--- config.mk ---
export PLATFORM = sky130hd
export DESIGN_NAME = axi_burst_reader
export DESIGN_NICKNAME = d
export VERILOG_FILES = /design/src/rtl/bnn_axi_pkg.sv /design/src/rtl/bnn_sync_fifo.sv /design/src/rtl/axi_burst_reader.sv
export SDC_FILE = /design/constraint.sdc
export NUM_CORES = 1
export LEC_CHECK = 0
export BUFFER_PORTS_ARGS = -buffer_cell sky130_fd_sc_hd__buf_2
export CORE_ASPECT_RATIO = 1.75
export CORE_MARGIN = 2
export CORE_UTILIZATION = 40
export DETAILED_ROUTE_END_ITERATION = 10
export GPL_ROUTABILITY_DRIVEN = 0
export PLACE_DENSITY_LB_ADDON = 0.1
export SETUP_SLACK_MARGIN = 0.5
export SYNTH_ARGS = -nofsm -noshare
export SYNTH_HDL_FRONTEND = slang
export SYNTH_SLANG_ARGS = --single-unit
export TNS_END_PERCENT = 5
--- constraint.sdc ---
create_clock -name clk -period 6.7 [get_ports clk]
set_input_delay 0.335 -clock clk [delete_from_list [all_inputs] [get_ports clk]]
set_output_delay 0.335 -clock clk [all_outputs]
set_load 0.02 [all_outputs]
--- src/rtl/bnn_axi_pkg.sv ---
// Shared AXI read-master constants and state encoding
// for the BNN accelerator memory front end.
package bnn_axi_pkg;

  localparam logic [1:0] AXI_BURST_INCR    = 2'b01;
  localparam logic [2:0] AXI_SIZE_4B       = 3'b010;
  localparam logic [3:0] AXI_CACHE_DEFAULT = 4'b0011;

  localparam logic [1:0] AXI_RESP_OKAY   = 2'b00;
  localparam logic [1:0] AXI_RESP_SLVERR = 2'b10;
  localparam logic [1:0] AXI_RESP_DECERR = 2'b11;

  localparam int unsigned AXI_4K_BYTES = 4096;
  localparam int unsigned AXI_4K_WORDS = AXI_4K_BYTES / 4;

  typedef enum logic [2:0] {
    ST_IDLE,
    ST_CALC,
    ST_WAIT_SPACE,
    ST_ADDR,
    ST_DATA,
    ST_FIN
  } rd_state_e;

endpackage

--- src/rtl/bnn_sync_fifo.sv ---
// Show-ahead synchronous FIFO with occupancy count,
// shared by the BNN streaming stages.
module bnn_sync_fifo #(
  parameter int DEPTH = 32,
  parameter int WIDTH = 32,
  localparam int AW = $clog2(DEPTH),
  localparam int CW = AW + 1
) (
  input  logic             clk,
  input  logic             rst_n,
  input  logic             i_push,
  input  logic [WIDTH-1:0] i_data,
  input  logic             i_pop,
  output logic [WIDTH-1:0] o_data,
  output logic             o_empty,
  output logic [CW-1:0]    o_count
);

  logic [WIDTH-1:0] r_mem [DEPTH];
  logic [AW-1:0]    r_wptr;
  logic [AW-1:0]    r_rptr;
  logic [CW-1:0]    r_count;
  logic             w_full;
  logic             w_push;
  logic             w_pop;

  assign w_full  = (r_count == CW'(DEPTH));
  assign o_empty = (r_count == '0);
  assign o_count = r_count;
  assign o_data  = r_mem[r_rptr];

  // A pop at full frees the slot the push lands in.
  assign w_push = i_push && (!w_full || i_pop);
  assign w_pop  = i_pop && !o_empty;

  always_ff @(posedge clk) begin
    if (w_push) r_mem[r_wptr] <= i_data;
  end

  always_ff @(posedge clk or negedge rst_n) begin
    if (!rst_n) begin
      r_wptr  <= '0;
      r_rptr  <= '0;
      r_count <= '0;
    end else begin
      if (w_push) r_wptr <= r_wptr + AW'(1);
      if (w_pop)  r_rptr <= r_rptr + AW'(1);
      unique case ({w_push, w_pop})
        2'b10:   r_count <= r_count + CW'(1);
        2'b01:   r_count <= r_count - CW'(1);
        default: r_count <= r_count;
      endcase
    end
  end

  always_ff @(posedge clk) begin
    if (rst_n) assert (!(i_push && w_full && !i_pop));
  end

endmodule

--- src/rtl/axi_burst_reader.sv ---
// AXI4 read master: splits a word request into 4 KB-safe INCR
// bursts and streams returned beats to the BNN core.
module axi_burst_reader #(
  parameter int ADDR_W     = 32,
  parameter int DATA_W     = 32,
  parameter int MAX_BURST  = 16,
  parameter int FIFO_DEPTH = 32,
  parameter int CNT_W      = 16
) (
  input  logic              clk,
  input  logic              resetn,
  input  logic              start,
  input  logic [ADDR_W-1:0] base_addr,
  input  logic [CNT_W-1:0]  num_words,
  output logic              busy,
  output logic              done,
  output logic              error,
  output logic [ADDR_W-1:0] m_axi_araddr,
  output logic [7:0]        m_axi_arlen,
  output logic [2:0]        m_axi_arsize,
  output logic [1:0]        m_axi_arburst,
  output logic [3:0]        m_axi_arcache,
  output logic [2:0]        m_axi_arprot,
  output logic              m_axi_arlock,
  output logic [3:0]        m_axi_arqos,
  output logic [3:0]        m_axi_arregion,
  output logic              m_axi_arvalid,
  input  logic              m_axi_arready,
  input  logic [DATA_W-1:0] m_axi_rdata,
  input  logic [1:0]        m_axi_rresp,
  input  logic              m_axi_rlast,
  input  logic              m_axi_rvalid,
  output logic              m_axi_rready,
  output logic [DATA_W-1:0] out_data,
  output logic              out_valid,
  input  logic              out_ready
);
  import bnn_axi_pkg::*;

  localparam int LEN_W = $clog2(MAX_BURST) + 1;
  localparam int CW    = $clog2(FIFO_DEPTH) + 1;

  rd_state_e         r_state;
  rd_state_e         w_next;
  logic [ADDR_W-1:0] r_addr;
  logic [CNT_W-1:0]  r_rem;
  logic [LEN_W-1:0]  r_len;
  logic [LEN_W-1:0]  r_bcnt;
  logic [CW-1:0]     r_resv;
  logic              r_err;
  logic              r_busy;
  logic              r_done;
  logic [ADDR_W-1:0] r_araddr;
  logic [7:0]        r_arlen;

  logic [10:0]       w_bnd_words;
  logic [31:0]       w_min;
  logic [LEN_W-1:0]  w_len;
  logic [CW-1:0]     w_count;
  logic [CW-1:0]     w_free;
  logic              w_space_ok;
  logic              w_empty;
  logic              w_beat;
  logic              w_last;
  logic              w_beat_err;
  logic              w_burst_end;
  logic [CNT_W-1:0]  w_rem_after;

  assign m_axi_arsize   = AXI_SIZE_4B;
  assign m_axi_arburst  = AXI_BURST_INCR;
  assign m_axi_arcache  = AXI_CACHE_DEFAULT;
  assign m_axi_arprot   = 3'b000;
  assign m_axi_arlock   = 1'b0;
  assign m_axi_arqos    = 4'h0;
  assign m_axi_arregion = 4'h0;
  assign m_axi_araddr   = r_araddr;
  assign m_axi_arlen    = r_arlen;
  assign m_axi_arvalid  = (r_state == ST_ADDR);
  assign m_axi_rready   = (r_state == ST_DATA);

  assign busy      = r_busy;
  assign done      = r_done;
  assign error     = r_err;
  assign out_valid = !w_empty;

  // Words left before the next 4 KB page.
  assign w_bnd_words = 11'(AXI_4K_WORDS) - {1'b0, r_addr[11:2]};

  always_comb begin
    w_min = 32'(r_rem);
    if (w_min > 32'(MAX_BURST))   w_min = 32'(MAX_BURST);
    if (w_min > 32'(w_bnd_words)) w_min = 32'(w_bnd_words);
  end
  assign w_len = LEN_W'(w_min);

  assign w_free     = CW'(FIFO_DEPTH) - w_count - r_resv;
  assign w_space_ok = (w_free >= CW'(r_len));

  assign w_beat      = (r_state == ST_DATA) && m_axi_rvalid;
  assign w_last      = (r_bcnt == LEN_W'(1));
  assign w_beat_err  = (m_axi_rresp != AXI_RESP_OKAY) ||
                       (m_axi_rlast != w_last);
  // An early rlast also closes the burst; the slave sends no more.
  assign w_burst_end = w_beat && (w_last || m_axi_rlast);
  assign w_rem_after = r_rem - CNT_W'(r_len);

  bnn_sync_fifo #(
    .DEPTH (FIFO_DEPTH),
    .WIDTH (DATA_W)
  ) u_fifo (
    .clk     (clk),
    .rst_n   (resetn),
    .i_push  (w_beat),
    .i_data  (m_axi_rdata),
    .i_pop   (out_valid && out_ready),
    .o_data  (out_data),
    .o_empty (w_empty),
    .o_count (w_count)
  );

  always_ff @(posedge clk or negedge resetn) begin
    if (!resetn) r_state <= ST_IDLE;
    else         r_state <= w_next;
  end

  always_comb begin
    w_next = r_state;
    unique case (r_state)
      ST_IDLE: begin
        if (start)
          w_next = (num_words == '0) ? ST_FIN : ST_CALC;
      end
      ST_CALC:       w_next = ST_WAIT_SPACE;
      ST_WAIT_SPACE: if (w_space_ok) w_next = ST_ADDR;
      ST_ADDR:       if (m_axi_arready) w_next = ST_DATA;
      ST_DATA: begin
        if (w_burst_end) begin
          if (w_rem_after == '0 || r_err || w_beat_err)
            w_next = ST_FIN;
          else
            w_next = ST_CALC;
        end
      end
      ST_FIN:        if (w_empty) w_next = ST_IDLE;
      default:       w_next = ST_IDLE;
    endcase
  end

  always_ff @(posedge clk or negedge resetn) begin
    if (!resetn) begin
      r_addr   <= '0;
      r_rem    <= '0;
      r_len    <= '0;
      r_bcnt   <= '0;
      r_resv   <= '0;
      r_err    <= 1'b0;
      r_busy   <= 1'b0;
      r_done   <= 1'b0;
      r_araddr <= '0;
      r_arlen  <= '0;
    end else begin
      r_done <= 1'b0;
      unique case (1'b1)
        r_state == ST_IDLE: begin
          if (start) begin
            r_addr <= base_addr;
            r_rem  <= num_words;
            r_err  <= 1'b0;
            r_busy <= 1'b1;
          end
        end
        r_state == ST_CALC: r_len <= w_len;
        r_state == ST_WAIT_SPACE: begin
          if (w_space_ok) begin
            r_resv   <= CW'(r_len);
            r_bcnt   <= r_len;
            r_araddr <= r_addr;
            r_arlen  <= 8'(r_len - LEN_W'(1));
          end
        end
        r_state == ST_DATA: begin
          if (w_beat) begin
            r_bcnt <= r_bcnt - LEN_W'(1);
            if (w_beat_err) r_err <= 1'b1;
          end
          if (w_burst_end) begin
            r_addr <= r_addr + ADDR_W'({r_len, 2'b00});
            r_rem  <= w_rem_after;
            r_resv <= '0;
          end
        end
        r_state == ST_FIN: begin
          if (w_empty) begin
            r_done <= 1'b1;
            r_busy <= 1'b0;
          end
        end
        default: ;
      endcase
    end
  end

endmodule

======== Word-level counts from Yosys, hierarchy flattened ========
Memory sizes are Yosys's and may differ from the RTL's.
Index checks and enable logic that the tools add are counted.
storage, ports and cells
  memories ................................ 1
  output and inout port bits .............. 99
  register bits after elaboration ......... 126
  bits of input ports ..................... 89
  memory bits (writable) .................. 1024
memory list
  name          words  width  read ports  clocked after Yosys merged registers in  wr ports  line                 source
  u_fifo.r_mem  32     32     1           0                                        1         bnn_sync_fifo.sv:19  logic [WIDTH-1:0] r_mem [DEPTH];
cells by class
  eq/ne operators ......................... 17
  reductions and logical operators ........ 28
  order comparisons ....................... 3
  muxes and demuxes ....................... 34
  add/sub/neg operators ................... 11
operators by type and width
  cell                                                             number
  2-to-1 mux 32 bit                                                2
  one-hot mux 32 bit (2 select lines)                              1
  2-to-1 mux 16 bit                                                3
  adder 32 x 7 -> 32 bit                                           1
  zero test 16 bit                                                 2
  one-hot mux 16 bit (2 select lines)                              1
  one-hot mux 6 bit (2 select lines)                               2
  2-to-1 mux 3 bit                                                 7
  one-hot mux 3 bit (6 select lines)                               1
  greater-than comparator 16 x 11 -> 1 bit                         1
  greater-than comparator 16 x 5 -> 1 bit (second input constant)  1
  subtractor 16 x 5 -> 16 bit                                      1
  2-to-1 mux 5 bit                                                 3
  2-to-1 mux 6 bit                                                 2
  AND reduction 3 bit                                              4
  subtractor 11 x 10 -> 11 bit (first input constant)              1
  adder 5 x 1 -> 5 bit (second input constant)                     2
  != test 2 x 1 -> 1 bit (second input constant)                   5
  one-hot mux 5 bit (2 select lines)                               1
  nonzero test 2 bit                                               5
  2-to-1 mux 1 bit                                                 9
  adder 6 x 1 -> 6 bit (second input constant)                     1
  == test 3 x 2 -> 1 bit (second input constant)                   2
  == test 3 bit (second input constant)                            2
  22 further kinds                                                 33

======== Longest topological paths before layout ========
  word-level depth ........................ 7
  gate-level depth with buffers ........... 15
  depth with buffers taken out ............ 15

======== By module ========
A second synthesis with hierarchy kept.
unflattened totals
  cell total of the unflattened synthesis .. 2645
  area total of the unflattened synthesis .. 46768.6 um^2
modules (own cells, without submodules)
  module            cells each  times used  sequential area each (um^2)  area each (um^2)
  bnn_sync_fifo     1809        1           31149.9                      39743.1
  axi_burst_reader  836         1           2677.6                       7025.5

======== Least setup slack after synthesis ========
No wires, ideal clock.
  path type ............................... reg-to-reg
  start point ............................. register r_state[0]
  end point ............................... memory u_fifo.r_mem[31][0] (enable)
  setup time .............................. 421 ps
  data arrival time ....................... 3028 ps
  path slack .............................. 3251 ps
  stages on the path, launching flop included .. 9
  path buffers ............................ 1
  clock period less this slack ............ 3449 ps
  cell sequence ........................... dfrtp_1 -> nor2_1 -> nand2_1 -> clkinv_1 -> nand2_1 -> a31oi_2 -> nand2_1 -> clkbuf_1 -> nor2_1
between the ends
  word-level cells in the longest chain between the ends .. 5
RTL lines
  element                                 line                     source
  from (decl)                             axi_burst_reader.sv:43   rd_state_e r_state;
  from (signal assigned)                  axi_burst_reader.sv:123  else r_state <= w_next;
  == test 3 bit                           axi_burst_reader.sv:99   assign w_beat = (r_state == ST_DATA) && m_axi_rvalid;
  logical AND 1 bit                       axi_burst_reader.sv:99
  logical AND 1 bit                       bnn_sync_fifo.sv:33      assign w_push = i_push && (!w_full || i_pop);
  2-to-1 mux 1 bit                        bnn_sync_fifo.sv:37      if (w_push) r_mem[r_wptr] <= i_data;
  2-to-1 mux 1 bit (not written as such)  bnn_sync_fifo.sv:37
  to (decl)                               bnn_sync_fifo.sv:19
No other way between the ends.

======== Worst setup path in the final report ========
  start point ............................. register r_state[0]
  end point ............................... memory u_fifo.r_mem[27][17] (enable)
The elaborated chain is that of the path after synthesis.

==> impl_metrics.env <==
export IMPL_outcome="completed"
export IMPL_synth_edff_count=1024
export IMPL_clock_sinks=1147
export IMPL_grt_max_degree=98
export IMPL_critical_path_class="register to register"
export IMPL_drc=0
export IMPL_ant_nets=0
export IMPL_die_area_sq_mm=0.119
export IMPL_io_buffers=166
export IMPL_drt_wl_total_um=122000
export IMPL_tightest_slew_ns=1.37
export IMPL_grt_pass1_vias=25400
export IMPL_yosysUniqueCellTypes=77
export IMPL_fin_nets=2798
export IMPL_tritoncts="built"
export IMPL_worstSetupStartpointType="register"
export IMPL_path_clk_slew_ns=0.06
export IMPL_hold_path_class="input port to register"
export IMPL_area_growth_pct=15.0
export IMPL_slew_viol_final=0
export IMPL_max_slew_margin_rel_pct=8.50
export IMPL_period_needed_ns=5.01
export IMPL_endpoint_kind="register"
export IMPL_rows=165
export IMPL_grt_overflow=0
export IMPL_die_w_um=262
export IMPL_drive_above_1_share_pct=29.3
export IMPL_nFillCells=9828
export IMPL_dpl_hpwl_um=74700
export IMPL_seq_area_frac_synth_pct=72.6
export IMPL_setup_slack_ns=1.69
export IMPL_antenna_found_initial=2
export IMPL_start_util_pct=40.3
export IMPL_slowest_delay_ns=0.87
export IMPL_grt_first_pass_wirelength_um=177000
export IMPL_cp_max_fo=36
export IMPL_async_reset_ff_share_pct=10.7
export IMPL_finalHoldViolCount=0
export IMPL_viasPerCell=5.59
export IMPL_num_antenna_cells=0
export IMPL_crit_chain="nor2_1, nand2_1, buf_4, clkinv_1, buf_4, nand2_1, a31oi_2, nand2_1, nor2_4, buf_4"
export IMPL_cts_setup_buffers=0
export IMPL_grt_usage_pct=20.8
export IMPL_vias=23700
export IMPL_wire_per_inst_um=28.7
export IMPL_power_density_mw_per_mm2=428
export IMPL_pre_cts_slack_ns=1.68
export IMPL_synth_flop_cell="edfxtp_1"
export IMPL_syn_inst=2397
export IMPL_numCtsBuffers=109
export IMPL_drt_iter0_drc=1931
export IMPL_r2r_slack_ns=1.69
export IMPL_core_area_sq_mm=0.116
export IMPL_vdd_ir_drop_max_mv=0.436
export IMPL_syn_area_sq_mm=0.0466
export IMPL_cts_max_level=3
export IMPL_cts_root_buffer="clkbuf_16"
export IMPL_drv_cap=0
export IMPL_ys_seq_elements=1147
export IMPL_max_freq_ghz=0.200
export IMPL_fin_setup_tns_ns=0
export IMPL_cp_top_family="simple AND/OR/NAND/NOR gates"
export IMPL_yosysWarningCount=0
export IMPL_leakage_nw=17.8
export IMPL_skew_ns=0.0304
export IMPL_path_buf_inv=4
export IMPL_rsz0062_at_grt="no"
export IMPL_cp_required_ns=7.08
export IMPL_critPathArrivalTime_ns=5.39
export IMPL_setup_violations=0
export IMPL_cpMaxStageDelayCell="nor2_4"
export IMPL_clockBufferDepth=3
export IMPL_io_pins=188
export IMPL_die_h_um=455
export IMPL_period_share_pct=74.7
export IMPL_clk_latency_ns=0.72
export IMPL_drtPass1Iterations=5
export IMPL_avgSynthCellArea_sq_um=19.4
flip-flops by register name, indices dropped and copies added, names as in the netlist, 5 cells and up:
register / cells
u_fifo.r_rptr: 5
r_rem: 16
r_resv: 5
m_axi_araddr: 32
u_fifo.r_mem: 1024
u_fifo.o_count: 6
m_axi_arlen: 6
u_fifo.r_wptr: 5
r_addr: 32
r_len: 5
r_bcnt: 5
worst paths after layout:
check,from,depth (start not counted),endpoint
worst max-delay path,r_state[0]$_DFFE_PN0P_,10,u_fifo.r_mem[27][17]$_DFFE_PP_
worst min-delay path,base_addr[21],4,r_addr[21]$_DFFE_PN0P_
worst max register to register,r_state[0]$_DFFE_PN0P_,10,u_fifo.r_mem[27][17]$_DFFE_PP_
worst min register to register,m_axi_araddr[1]$_DFFE_PN0P_,2,m_axi_araddr[1]$_DFFE_PN0P_
max in group asynchronous,resetn,3,r_addr[0]$_DFFE_PN0P_
min in group asynchronous,resetn,2,r_resv[4]$_DFFE_PN0P_
power by group:
part / internal [mW] / total, mW / leakage, nW / switching (mW)
clock network: 3.62 / 6.36 / 1.78 / 2.74
logic: 3.41 / 7.69 / 5.37 / 4.28
registers: 8.20 / 8.89 / 10.7 / 0.694
worst reg2reg max path: stages (launching register included):
cell and delay [ns]:
dfrtp_1 0.54, nor2_1 0.42, nand2_1 0.11, buf_4 0.23, clkinv_1 0.08, buf_4 0.38
nand2_1 0.21, a31oi_2 0.61, nand2_1 0.78, nor2_4 0.88, buf_4 0.43
synthesized netlist by cell type, types with 17 or more instances:
master	number	share of area (%)
a21oi_1	73	0.78
nand2_1	170	1.4
nor3_1	17	0.18
buf_4	23	0.37
nand3_1	26	0.28
buf_2	37	0.40
edfxtp_1	1024	66
o22ai_1	22	0.30
clkbuf_1	79	0.64
mux4_2	320	15
xnor2_1	20	0.38
mux2_2	35	0.85
ha_1	50	1.3
inv_1	42	0.34
nor2_1	77	0.62
dfrtp_1	123	6.6
o21ai_0	64	0.69
cells in the final DEF (no fill, tap or decap), drive strengths merged, types with 51 or more instances in the layout:
| cell type | synthesis | layout |
|---|---|---|
| edfxtp | 1024 | 1024 |
| mux4 | 320 | 320 |
| buf | 66 | 216 |
| nand2 | 171 | 171 |
| clkbuf | 79 | 133 |
| dfrtp | 123 | 123 |
| nor2 | 78 | 78 |
| a21oi | 75 | 75 |
| o21ai | 64 | 64 |
| dlygate4sd3 | 0 | 51 |
layer usage:
metal  share of wire, %  global-route usage [%]
met5              0.011                       0
met4                2.9                    6.88
met3                3.8                    2.51
met2                 56                    38.6
met1                 38                    24.5
cell families after synthesis:
logic type / share of synthesized area (%)
xor gates and xnor gates: 0.639
AOI/OAI and AO/OA: 2.97
DFF: 72.6
other: 0.0161
muxes: 16.6
buffers and inverters: 1.83
adders and majority gates: 1.51
and+or+nand+nor: 3.84
layout make-up:
| type | count | area (sq um) | share of cell area [%] |
|---|---|---|---|
| timing repair buffer | 267 | 1780 | 3.32 |
| clock inverter | 71 | 778 | 1.45 |
| multi-input combinational | 1087 | 12300 | 22.9 |
| inverter | 43 | 161 | 0.301 |
| sequential | 1147 | 33800 | 63.2 |
| clock buffer | 133 | 2890 | 5.40 |
| tap | 1503 | 1880 | 3.51 |
metrics by stage:
step                cell area [sq um]  hold WS [ns]  utilization (%)  power, mW  cells
floorplan                       46700        0.0394                -       14.2   2422
global placement                49400         0.454             42.7       16.8   3995
detailed placement              49400         0.457             42.7       16.9   3995
CTS                             53600       0.00906             46.3       23.3   4250
global route                    53600        0.0829             46.4       24.1   4251
finish                          53600        0.0883             46.4       22.9   4251
timing repair:
item                       4_1_cts  5_1_grt
hold endpoints to repair        99        0
hold buffers                    51        0
setup endpoints to repair        0        0
resized for setup                0        0
No activity file was read; power rests on OpenSTA's default activity.
